[config.mk]
export PLATFORM = sky130hd
export DESIGN_NAME = lsu_sequencer
export DESIGN_NICKNAME = d
export VERILOG_FILES = /design/src/rtl/lsu_sequencer.sv
export SDC_FILE = /design/constraint.sdc
export NUM_CORES = 1
export LEC_CHECK = 0
export ABC_AREA = 0
export CORE_MARGIN = 2
export CORE_UTILIZATION = 41
export DETAILED_ROUTE_END_ITERATION = 10
export GPL_TIMING_DRIVEN = 0
export PLACE_DENSITY_LB_ADDON = 0.12
export SYNTH_ARGS = -nofsm -noshare
export SYNTH_HDL_FRONTEND = slang
export SYNTH_SLANG_ARGS = --single-unit
[constraint.sdc]
create_clock -name clk_i -period 4.1 [get_ports clk_i]
set_input_delay 0.615 -clock clk_i [delete_from_list [all_inputs] [get_ports clk_i]]
set_output_delay 0.615 -clock clk_i [all_outputs]
set_load 0.05 [all_outputs]
[src/rtl/lsu_sequencer.sv]
// Load/store sequencer feeding the pseudo-MMU strobes.
// Sub-word stores read the word first so the MMU can merge the new bytes.
module lsu_sequencer #(
    parameter int DATA_WIDTH = 32,
    parameter int TIMEOUT    = 15
) (
    input  logic                  clk_i,
    input  logic                  reset_i,
    input  logic                  req_i,
    input  logic                  we_i,
    input  logic [2:0]            funct3_i,
    input  logic [DATA_WIDTH-1:0] addr_i,
    input  logic [DATA_WIDTH-1:0] wdata_i,
    output logic                  busy_o,
    output logic                  done_o,
    output logic [DATA_WIDTH-1:0] rdata_o,
    output logic                  fault_o,
    output logic [1:0]            fault_code_o,
    output logic [DATA_WIDTH-1:0] mem_addr_o,
    output logic [2:0]            mem_funct3_o,
    output logic [DATA_WIDTH-1:0] mem_wd_o,
    output logic                  mem_rd_n_o,
    output logic                  mem_wr_n_o,
    input  logic [DATA_WIDTH-1:0] mem_rd_i,
    input  logic                  mem_rdy_i
);

    localparam int CW = $clog2(TIMEOUT + 1);
    localparam logic [CW-1:0] TLIM = CW'(TIMEOUT);

    typedef enum logic [2:0] {IDLE, RD, CAP, WR, DONE, ERR} state_t;

    state_t        state;
    logic          store;
    logic [CW-1:0] cnt;
    logic [CW-1:0] cnt_nx;
    logic          legal;
    logic          misal;

    assign cnt_nx = cnt + CW'(1);

    always_comb begin
        legal = 1'b0;
        if (we_i)
            legal = funct3_i inside {3'b000, 3'b001, 3'b010};
        else
            legal = funct3_i inside {3'b000, 3'b001, 3'b010, 3'b100, 3'b101};
        misal = ((funct3_i[1:0] == 2'b01) && addr_i[0])
             || ((funct3_i[1:0] == 2'b10) && (addr_i[1:0] != 2'b00));
    end

    always_ff @(posedge clk_i or posedge reset_i) begin
        if (reset_i) begin
            state        <= IDLE;
            store        <= 1'b0;
            cnt          <= '0;
            rdata_o      <= '0;
            fault_code_o <= 2'b00;
            mem_addr_o   <= '0;
            mem_funct3_o <= 3'b000;
            mem_wd_o     <= '0;
        end else begin
            unique case (state)
                IDLE: begin
                    if (req_i) begin
                        mem_addr_o   <= addr_i;
                        mem_funct3_o <= funct3_i;
                        mem_wd_o     <= wdata_i;
                        store        <= we_i;
                        cnt          <= '0;
                        fault_code_o <= 2'b00;
                        // funct3 legality outranks alignment
                        if (!legal) begin
                            state        <= ERR;
                            fault_code_o <= 2'b10;
                        end else if (misal) begin
                            state        <= ERR;
                            fault_code_o <= 2'b01;
                        end else if (we_i && funct3_i[1:0] == 2'b10) begin
                            state <= WR;
                        end else begin
                            state <= RD;
                        end
                    end
                end
                RD: begin
                    if (mem_rdy_i) begin
                        state <= CAP;
                    end else if (cnt_nx == TLIM) begin
                        state        <= ERR;
                        fault_code_o <= 2'b11;
                    end else begin
                        cnt <= cnt_nx;
                    end
                end
                CAP: begin
                    if (store) begin
                        state <= WR;
                        cnt   <= '0;
                    end else begin
                        rdata_o <= mem_rd_i;
                        state   <= DONE;
                    end
                end
                WR: begin
                    if (mem_rdy_i) begin
                        state <= DONE;
                    end else if (cnt_nx == TLIM) begin
                        state        <= ERR;
                        fault_code_o <= 2'b11;
                    end else begin
                        cnt <= cnt_nx;
                    end
                end
                DONE: state <= IDLE;
                ERR:  state <= IDLE;
                default: state <= IDLE;
            endcase
        end
    end

    // Strobes and pulses come straight off the state register
    assign busy_o     = (state != IDLE);
    assign done_o     = (state == DONE);
    assign fault_o    = (state == ERR);
    assign mem_rd_n_o = !((state == RD) || (state == CAP));
    assign mem_wr_n_o = (state != WR);

endmodule

==> results.json, run 1 <==
{
  "dp_hpwl_mm": 8.32,
  "diodes": 0,
  "ys_ff_latch": 109,
  "path_class": "reg2out",
  "grt_util_all_layers": 0.182,
  "final_nets": 620,
  "vias_per_cell": 4.82,
  "antenna_found_initial": 0,
  "grt_pass1_vias": 3340,
  "yosys.area.top_type": "dfrtp_1",
  "grt_pass1_wl_mm": 16.4,
  "finalSetupViolCount": 0,
  "dieArea_um2": 11800,
  "ys_types": 37,
  "ios": 210,
  "tightest_slew_ps": 584,
  "finalHoldViolCount": 0,
  "met3WireLength_um": 975,
  "rows": 38,
  "clockRootBuffer": "clkbuf_8",
  "numCtsBuffers": 9,
  "end_kind": "output pin",
  "switching_share": 0.484,
  "p_leak_uw": 0.00288,
  "ctsResizeCount": 0,
  "ff_latch_area_um2": 2730,
  "fmax_ghz": 0.371,
  "io_buffers": 208,
  "drive_gt1_frac": 0.129,
  "tns_ps": 0,
  "yosys-top-cells-area": "dfrtp_1 (61%), mux2_1 (17%), mux2_2 (9.1%)",
  "syn_inst": 294,
  "rsz0062_at_grt": "no",
  "drt_pre_antenna_iters": 4,
  "path_max_fanout": 10,
  "clock_latency_ps": 360,
  "top_layer_used": "met4",
  "initial_core_util": 0.417,
  "grt_max_degree": 66,
  "placed_area_um2": 6770,
  "wl_mm": 10.7,
  "final_area_um2": 6950,
  "area_growth_pct": 55.1,
  "htreeDepth": 3,
  "final_core_util": 0.646,
  "worstPathArrival_ps": 2080,
  "p_int_uw": 3420,
  "die_w_um": 109,
  "cts_tree": "yes",
  "finalMaxSlewViolations": 0,
  "wl_per_cell_um": 16.3,
  "finalClockSkew_ps": 11.5,
  "drcViolationCount": 0,
  "cts.reportedPaths.clkPinSlew_ps": 90,
  "period_share": 0.658,
  "synth_area_um2": 4480,
  "cts_max_path_buffers": 2,
  "antenna_left": 0,
  "power.density_nw_per_um2": 954,
  "synth-seq-area-share": 0.609,
  "die_h_um": 109,
  "fillers": 841,
  "ys_warn_count": 0,
  "post_cts_buffers": 0,
  "synth_nets": 400,
  "power.switching_uw": 3210,
  "cts_hold_buf": 0,
  "maxCapViolations": 0,
  "gp_congestion": 0.803,
  "dr_wl_met2_mm": 5.25,
  "avgSynthCellArea_um2": 15.2,
  "min_path_type": "reg2reg",
  "drt_iter0_drc": 62,
  "final.min_clock_period_ps": 2700,
  "dp_cells": 643,
  "hold_slack_ps": 489,
  "cp_data_required_time_ps": 3480,
  "sequentialPowerShare": 0.283,
  "yosys.area.top_type_share": 0.609,
  "combPwrFrac": 0.623,
  "power.share.clock": 0.094,
  "finalNonFillerCells": 658,
  "status": "finished, final reports clean",
  "relSlewSlack": 0.611,
  "multiInputGateArea_um2": 1590,
  "cts.sinks": 109,
  "core_um2": 10700,
  "vias": 3170,
  "max-vdd-ir-drop_v": 0.000632,
  "met1Wirelength_mm": 4.23,
  "setup.worst_path.start_class": "flip-flop",
  "grt_overflow": 0
}
==> through the flow <==
stage               power (uW)  worst slack, ps
floorplan                 4650              611
global placement          6000            -1010
detailed placement        6070             1760
CTS                       6710             1360
global route              6940             1280
finish                    6630             1400
==> critical path, cell delays in order, from the launching register on <==
cell	delay (ps)
dfrtp_1	460
buf_2	210
nor3b_1	220
clkdlybuf4s50_1	830
==> cell usage after synthesis (all sizes together) <==
cell	n
a311oi	2
dfrtp	109
nand3	2
nor4	4
nand3b	2
ha	2
buf	13
a21o	1
o31a	2
a32oi	1
a22o	1
nand2b	2
nor3b	1
nor2b	3
o21a	2
a2bb2oi	1
nor2	9
xor2	2
o211ai	1
a32o	2
and3	1
nor3	3
a21oi	4
nand2	8
clkbuf	1
mux2	103
or3	1
o31ai	1
inv	4
o21ai	5
or4	1
==> layout make-up <==
cell class,instances,area share
multi-input combinational,167,0.229
clock buffer,11,0.0189
inverter,4,0.00252
sequential,109,0.393
timing repair buffer,209,0.304
buffer,14,0.0209
tap,140,0.0252
clock inverter,4,0.00703
==> cells in the final DEF, fill, tap and decap left out, types with 3 or more instances in the layout <==
cell type        instances
clkdlybuf4s50_1        208
nor4_1                   3
a21oi_1                  4
mux2_2                  36
mux2_1                  67
buf_4                    4
buf_8                    6
clkbuf_8                 9
inv_1                    3
nor2b_1                  3
nand2_1                  8
dfrtp_1                109
o21ai_0                  5
nor2_1                   8
nor3_1                   3
clkbuf_1                 3
==> state kept, by name, indices dropped and copies added (netlist names) <==
register      flops
mem_addr_o       32
mem_wd_o         32
rdata_o          32
cnt               4
mem_funct3_o      3
state             3
fault_code_o      2
store             1
==> worst paths after layout <==
| path | from | to | slack [ps] | cells past startpoint |
|---|---|---|---|---|
| worst min-delay path | mem_addr_o[10] | mem_addr_o[10] | 490 | 1 |
| worst max register to register | cnt[0] | cnt[0] | 2090 | 5 |
| worst max-delay path | state[0] | done_o | 1400 | 3 |
| worst min register to register | mem_addr_o[10] | mem_addr_o[10] | 490 | 1 |
| min in group asynchronous | reset_i | rdata_o[26] | 670 | 2 |
| max in group asynchronous | reset_i | mem_wd_o[31] | 2720 | 3 |
==> logic make-up after synthesis <==
family | synth area share
buf+inv | 0.0358
fa+ha+maj | 0.00559
simple gates | 0.0500
flops | 0.609
xor+xnor | 0.00391
mux | 0.259
compound gates | 0.0366
==> metal layers <==
layer	track usage	vias up
met4	0.0824	0
met5	0	-
met2	0.318	135
met1	0.203	1529
met3	0.0549	20
li1	-	1486
==> power by group through the flow <==
stage | Sequential [uW] | Clock, uW | Combinational, uW
floorplan | 3660 | 0 | 983
finish | 1880 | 624 | 4130
global placement | 1870 | 0 | 4120
global route | 1940 | 693 | 4300
detailed placement | 1900 | 0 | 4170
CTS | 1880 | 651 | 4170
(Power assumes the default switching activity.)
==> run 2, diff against run 1 <==
==> constraint.sdc (replaced) <==
create_clock -name clk_i -period 2.6 [get_ports clk_i]
set_input_delay 0.39 -clock clk_i [delete_from_list [all_inputs] [get_ports clk_i]]
set_output_delay 0.39 -clock clk_i [all_outputs]
set_load 0.05 [all_outputs]
==> run 2 against run 1 <==
Critical path depth grew 1. Clock-buffer cell count shrank 1. Highest routed layer unchanged. Cell count grew 0.46%. Largest power group unchanged. Sequential cell count is the same. Sequential power grew 57%. Critical endpoint is now fault_o. Utilization grew 0.56 points. Largest cell class unchanged. Register-to-register slack lost 1500 ps. Worst setup slack lost 1300 ps. Combinational power grew 58%.
==> results.json, run 2 (synthesized netlist as in run 1, its figures left out) <==
{
  "status": "finished, final reports clean",
  "min_path_type": "in2async",
  "cts.sinks": 109,
  "grt_overflow": 0,
  "antenna_left": 0,
  "path_delay_family": "buffers and inverters",
  "finalNonFillerCells": 661,
  "drt_pre_antenna_iters": 4,
  "dp_hpwl_mm": 8.42,
  "clock_latency_ps": 380,
  "layout_commonest_cell": "clkdlybuf4s50_1",
  "end_kind": "output pin",
  "period_share": 0.947,
  "setup.worst_path.start_class": "flip-flop",
  "grt_pass1_vias": 3170,
  "vias": 3215,
  "diodes": 0,
  "maxCapViolations": 0,
  "max-vdd-ir-drop_v": 0.000790,
  "cts.reportedPaths.clkPinSlew_ps": 100,
  "wl_mm": 10.7,
  "grt_max_degree": 37,
  "final.min_clock_period_ps": 2460,
  "worstPathArrival_ps": 2070,
  "critPathBufInv": 3,
  "die_h_um": 109,
  "relSlewSlack": 0.613,
  "cts_max_path_buffers": 2,
  "finalClockSkew_ps": 7.25,
  "rsz0062_at_grt": "no",
  "ctsResizeCount": 0,
  "vias_per_cell": 4.86,
  "antenna_found_initial": 0,
  "post_cts_buffers": 0,
  "drt_iter0_drc": 68,
  "clockRootBuffer": "clkbuf_8",
  "path_class": "reg2out",
  "path_cells": "buf_4, inv_1, and3_1, clkdlybuf4s50_1",
  "rows": 38,
  "finalMaxSlewViolations": 0,
  "tightest_slew_ps": 578,
  "cts_hold_buf": 0,
  "htreeDepth": 3,
  "layout_common_cells": "clkdlybuf4s50_1 (208), dfrtp_1 (109), mux2_1 (67), mux2_2 (36), clkbuf_8 (9)",
  "dp_cells": 645,
  "dieArea_um2": 11800,
  "finalSetupViolCount": 0,
  "top_regs": "mem_addr_o: 32 flops, mem_wd_o: 32 flops, rdata_o: 32 flops",
  "finalHoldViolCount": 0,
  "numCtsBuffers": 9,
  "area_growth_pct": 56.4,
  "hold_slack_ps": 366,
  "die_w_um": 109,
  "grt_util_all_layers": 0.183,
  "slowest_stage": "clkdlybuf4s50_1",
  "fillers": 842,
  "final_nets": 622,
  "cp_data_required_time_ps": 2210,
  "power.density_nw_per_um2": 1500,
  "ios": 210,
  "drive_gt1_frac": 0.136,
  "path_max_fanout": 10,
  "io_buffers": 208,
  "cts_tree": "yes",
  "grt_pass1_wl_mm": 16.4,
  "gp_congestion": 0.751,
  "core_um2": 10700,
  "wl_per_cell_um": 16.2,
  "critPathMaxStageDelay_ps": 790,
  "drcViolationCount": 0,
  "fmax_ghz": 0.406,
  "p_leak_uw": 0.00290,
  "initial_core_util": 0.417
}
## run 2: final timing paths
kind	start	endpoint	slack, ps	cells after the start
min in group clk_i	mem_rdy_i	state[2]	420	3
worst max-delay path	state[1]	fault_o	140	4
worst min register to register	mem_wd_o[0]	mem_wd_o[0]	490	1
max in group asynchronous	reset_i	mem_addr_o[31]	1480	4
worst min-delay path	reset_i	rdata_o[31]	370	2
worst max register to register	cnt[0]	cnt[0]	620	5
## run 2: report_power, final
| part | internal (uW) | leakage (uW) | switching (uW) | total [uW] |
|---|---|---|---|---|
| registers | 2540 | 0.00131 | 426 | 2960 |
| clock network | 454 | 0.0000935 | 578 | 1030 |
| logic | 2420 | 0.00150 | 4110 | 6530 |
| total | 5410 | 0.00290 | 5120 | 10500 |
## run 2: per-layer routing
metal  routed length, um  track usage  share of wire  vias to the layer above
met1                4330        0.220           0.41                     1562
met4                 287       0.0870          0.027                        0
met2                5090        0.301           0.48                      140
met3                 967       0.0524          0.091                       18
met5                   0            0              0                        -
li1                    -            -              -                     1495
## run 2: per-stage QoR
step / TNS (ps) / total power [uW] / cell area [um2] / worst slack, ps / utilization
6_report: 0 / 10500 / 7010 / 137 / 0.652
5_1_grt: 0 / 11000 / 7010 / 43.8 / 0.652
4_1_cts: 0 / 10600 / 7010 / 111 / 0.652
3_5_place_dp: 0 / 9590 / 6810 / 536 / 0.633
3_3_place_gp: -20290 / 9450 / 6740 / -191 / 0.627
2_1_floorplan: 0 / 7330 / 4480 / 430 / -
## run 2: layout make-up
| class | count | area [um2] | area share |
|---|---|---|---|
| inverter | 4 | 18.8 | 0.00268 |
| multi-input combinational | 167 | 1590 | 0.227 |
| tap | 140 | 175 | 0.0250 |
| clock buffer | 10 | 128 | 0.0182 |
| buffer | 14 | 145 | 0.0207 |
| clock inverter | 6 | 71.3 | 0.0102 |
| sequential | 109 | 2730 | 0.389 |
| timing repair buffer | 211 | 2150 | 0.307 |
==> run 3, diff against run 2 <==
--- a/config.mk
+++ b/config.mk
@@ -6,7 +6,8 @@
 export NUM_CORES = 1
 export LEC_CHECK = 0
 export ABC_AREA = 0
-export CORE_MARGIN = 2
+export ABC_CLOCK_PERIOD_IN_PS = 2600
+export CAP_MARGIN = 40
 export CORE_UTILIZATION = 41
 export DETAILED_ROUTE_END_ITERATION = 10
 export GPL_TIMING_DRIVEN = 0
==> run 3 against run 2 <==
Cell count down 0.61%. Critical endpoint is now mem_wr_n_o. Highest routed layer unchanged. Final area hardly changed. Via count up 0.12%. Fmax is 0.23% lower.
==> results.json, run 3 (synthesized netlist as in run 1, its figures left out) <==
{
  "dp_cells": 642,
  "period_share": 0.949,
  "path_delay_family": "buffers and inverters",
  "status": "finished, final reports clean",
  "finalClockSkew_ps": 9.41,
  "die_h_um": 107,
  "clock_latency_ps": 350,
  "tns_ps": 0,
  "grt_util_all_layers": 0.198,
  "dieArea_um2": 11300,
  "setup.worst_path.start_class": "flip-flop",
  "tightest_slew_ps": 548,
  "switching_share": 0.488,
  "numCtsBuffers": 9,
  "max-vdd-ir-drop_v": 0.000754,
  "power.share.clock": 0.092,
  "critPathBufInv": 2,
  "slowest_stage": "clkdlybuf4s50_1",
  "finalNonFillerCells": 657,
  "fmax_ghz": 0.405,
  "core_um2": 10500,
  "p_int_uw": 5340,
  "post_cts_buffers": 0,
  "cp_num_cells": 4,
  "sequentialPowerShare": 0.283,
  "path_class": "reg2out",
  "ios": 210,
  "antenna_found_initial": 0,
  "end_kind": "output pin",
  "vias_per_cell": 4.90,
  "p_leak_uw": 0.00290,
  "min_path_type": "in2async",
  "cts.sinks": 109,
  "vias": 3219,
  "gp_congestion": 0.761,
  "power.switching_uw": 5100,
  "drt_iter0_drc": 76,
  "final_core_util": 0.669,
  "finalSetupViolCount": 0,
  "antenna_left": 0,
  "grt_max_degree": 27,
  "cts_max_path_buffers": 2,
  "power.density_nw_per_um2": 1490,
  "grt_pass1_vias": 3388,
  "cts_tree": "yes",
  "rows": 37,
  "cts.reportedPaths.clkPinSlew_ps": 100,
  "ctsResizeCount": 0,
  "top_regs": "mem_addr_o: 32 flops, mem_wd_o: 32 flops, rdata_o: 32 flops",
  "wl_per_cell_um": 16.5,
  "maxCapViolations": 0,
  "worstPathArrival_ps": 2080,
  "hold_slack_ps": 373,
  "clockRootBuffer": "clkbuf_8",
  "dp_hpwl_mm": 8.44,
  "cts_hold_buf": 0,
  "initial_core_util": 0.428,
  "cp_data_required_time_ps": 2210,
  "finalMaxSlewViolations": 0,
  "die_w_um": 107,
  "relSlewSlack": 0.633,
  "wl_mm": 10.8,
  "io_buffers": 208,
  "rsz0062_at_grt": "no",
  "layout_common_cells": "clkdlybuf4s50_1 (208), dfrtp_1 (109), mux2_1 (67), mux2_2 (36), clkbuf_8 (10)",
  "diodes": 0,
  "drt_pre_antenna_iters": 4,
  "htreeDepth": 3,
  "grt_pass1_wl_mm": 17.5,
  "reg2reg_depth": 5,
  "path_max_fanout": 10,
  "final_nets": 623,
  "drive_gt1_frac": 0.138,
  "path_cells": "buf_2, nor2b_1, nand2_1, clkdlybuf4s50_1",
  "drcViolationCount": 0,
  "fillers": 786,
  "critPathMaxStageDelay_ps": 800,
  "area_growth_pct": 56.4,
  "finalHoldViolCount": 0,
  "grt_overflow": 0,
  "layout_commonest_cell": "clkdlybuf4s50_1",
  "combPwrFrac": 0.625,
  "final.min_clock_period_ps": 2470
}
[run 3: cell count changes in the layout (fill, tap and decap cells not counted), sizes merged]
cell / change
buf: +1
bufinv: -1
clkinvlp: -1
inv: +1
[run 3: power groups by stage]
stage	combinational [uW]	sequential (uW)	clock (uW)
final	6530	2960	956
after floorplan	1550	5780	0
after global placement	6500	2950	0
after detailed placement	6590	3010	0
after CTS	6600	2970	997
after global routing	6810	3080	1040
[run 3: layer usage]
layer | wire [um] | track usage
met5 | 0 | 0
met3 | 800 | 0.0454
met1 | 4320 | 0.237
met2 | 5540 | 0.353
met4 | 182 | 0.0626
[run 3: stage by stage]
stage	cell area (um2)	setup WS (ps)	total power, uW
finish	7000	132	10400
detailed placement	6820	525	9590
global placement	6730	-222	9460
global route	7000	29.4	10900
floorplan	4480	430	7330
CTS	7000	108	10600
[run 3: worst paths after layout]
check | startpoint | to | slack, ps
worst max-delay path | state[0] | mem_wr_n_o | 130
worst min-delay path | reset_i | mem_addr_o[3] | 370
worst max register to register | cnt[0] | cnt[0] | 590
worst min register to register | mem_addr_o[25] | mem_addr_o[25] | 490
max in group asynchronous | reset_i | mem_wd_o[5] | 1370
min in group clk_i | mem_rdy_i | state[2] | 430
[run 3: layout make-up]
class | count | area, um2 | share of cell area
clock inverter | 5 | 42.5 | 0.00608
clock buffer | 10 | 138 | 0.0197
sequential | 109 | 2730 | 0.390
multi-input combinational | 167 | 1590 | 0.227
inverter | 4 | 18.8 | 0.00268
tap | 136 | 170 | 0.0243
timing repair buffer | 212 | 2170 | 0.310
buffer | 14 | 145 | 0.0207
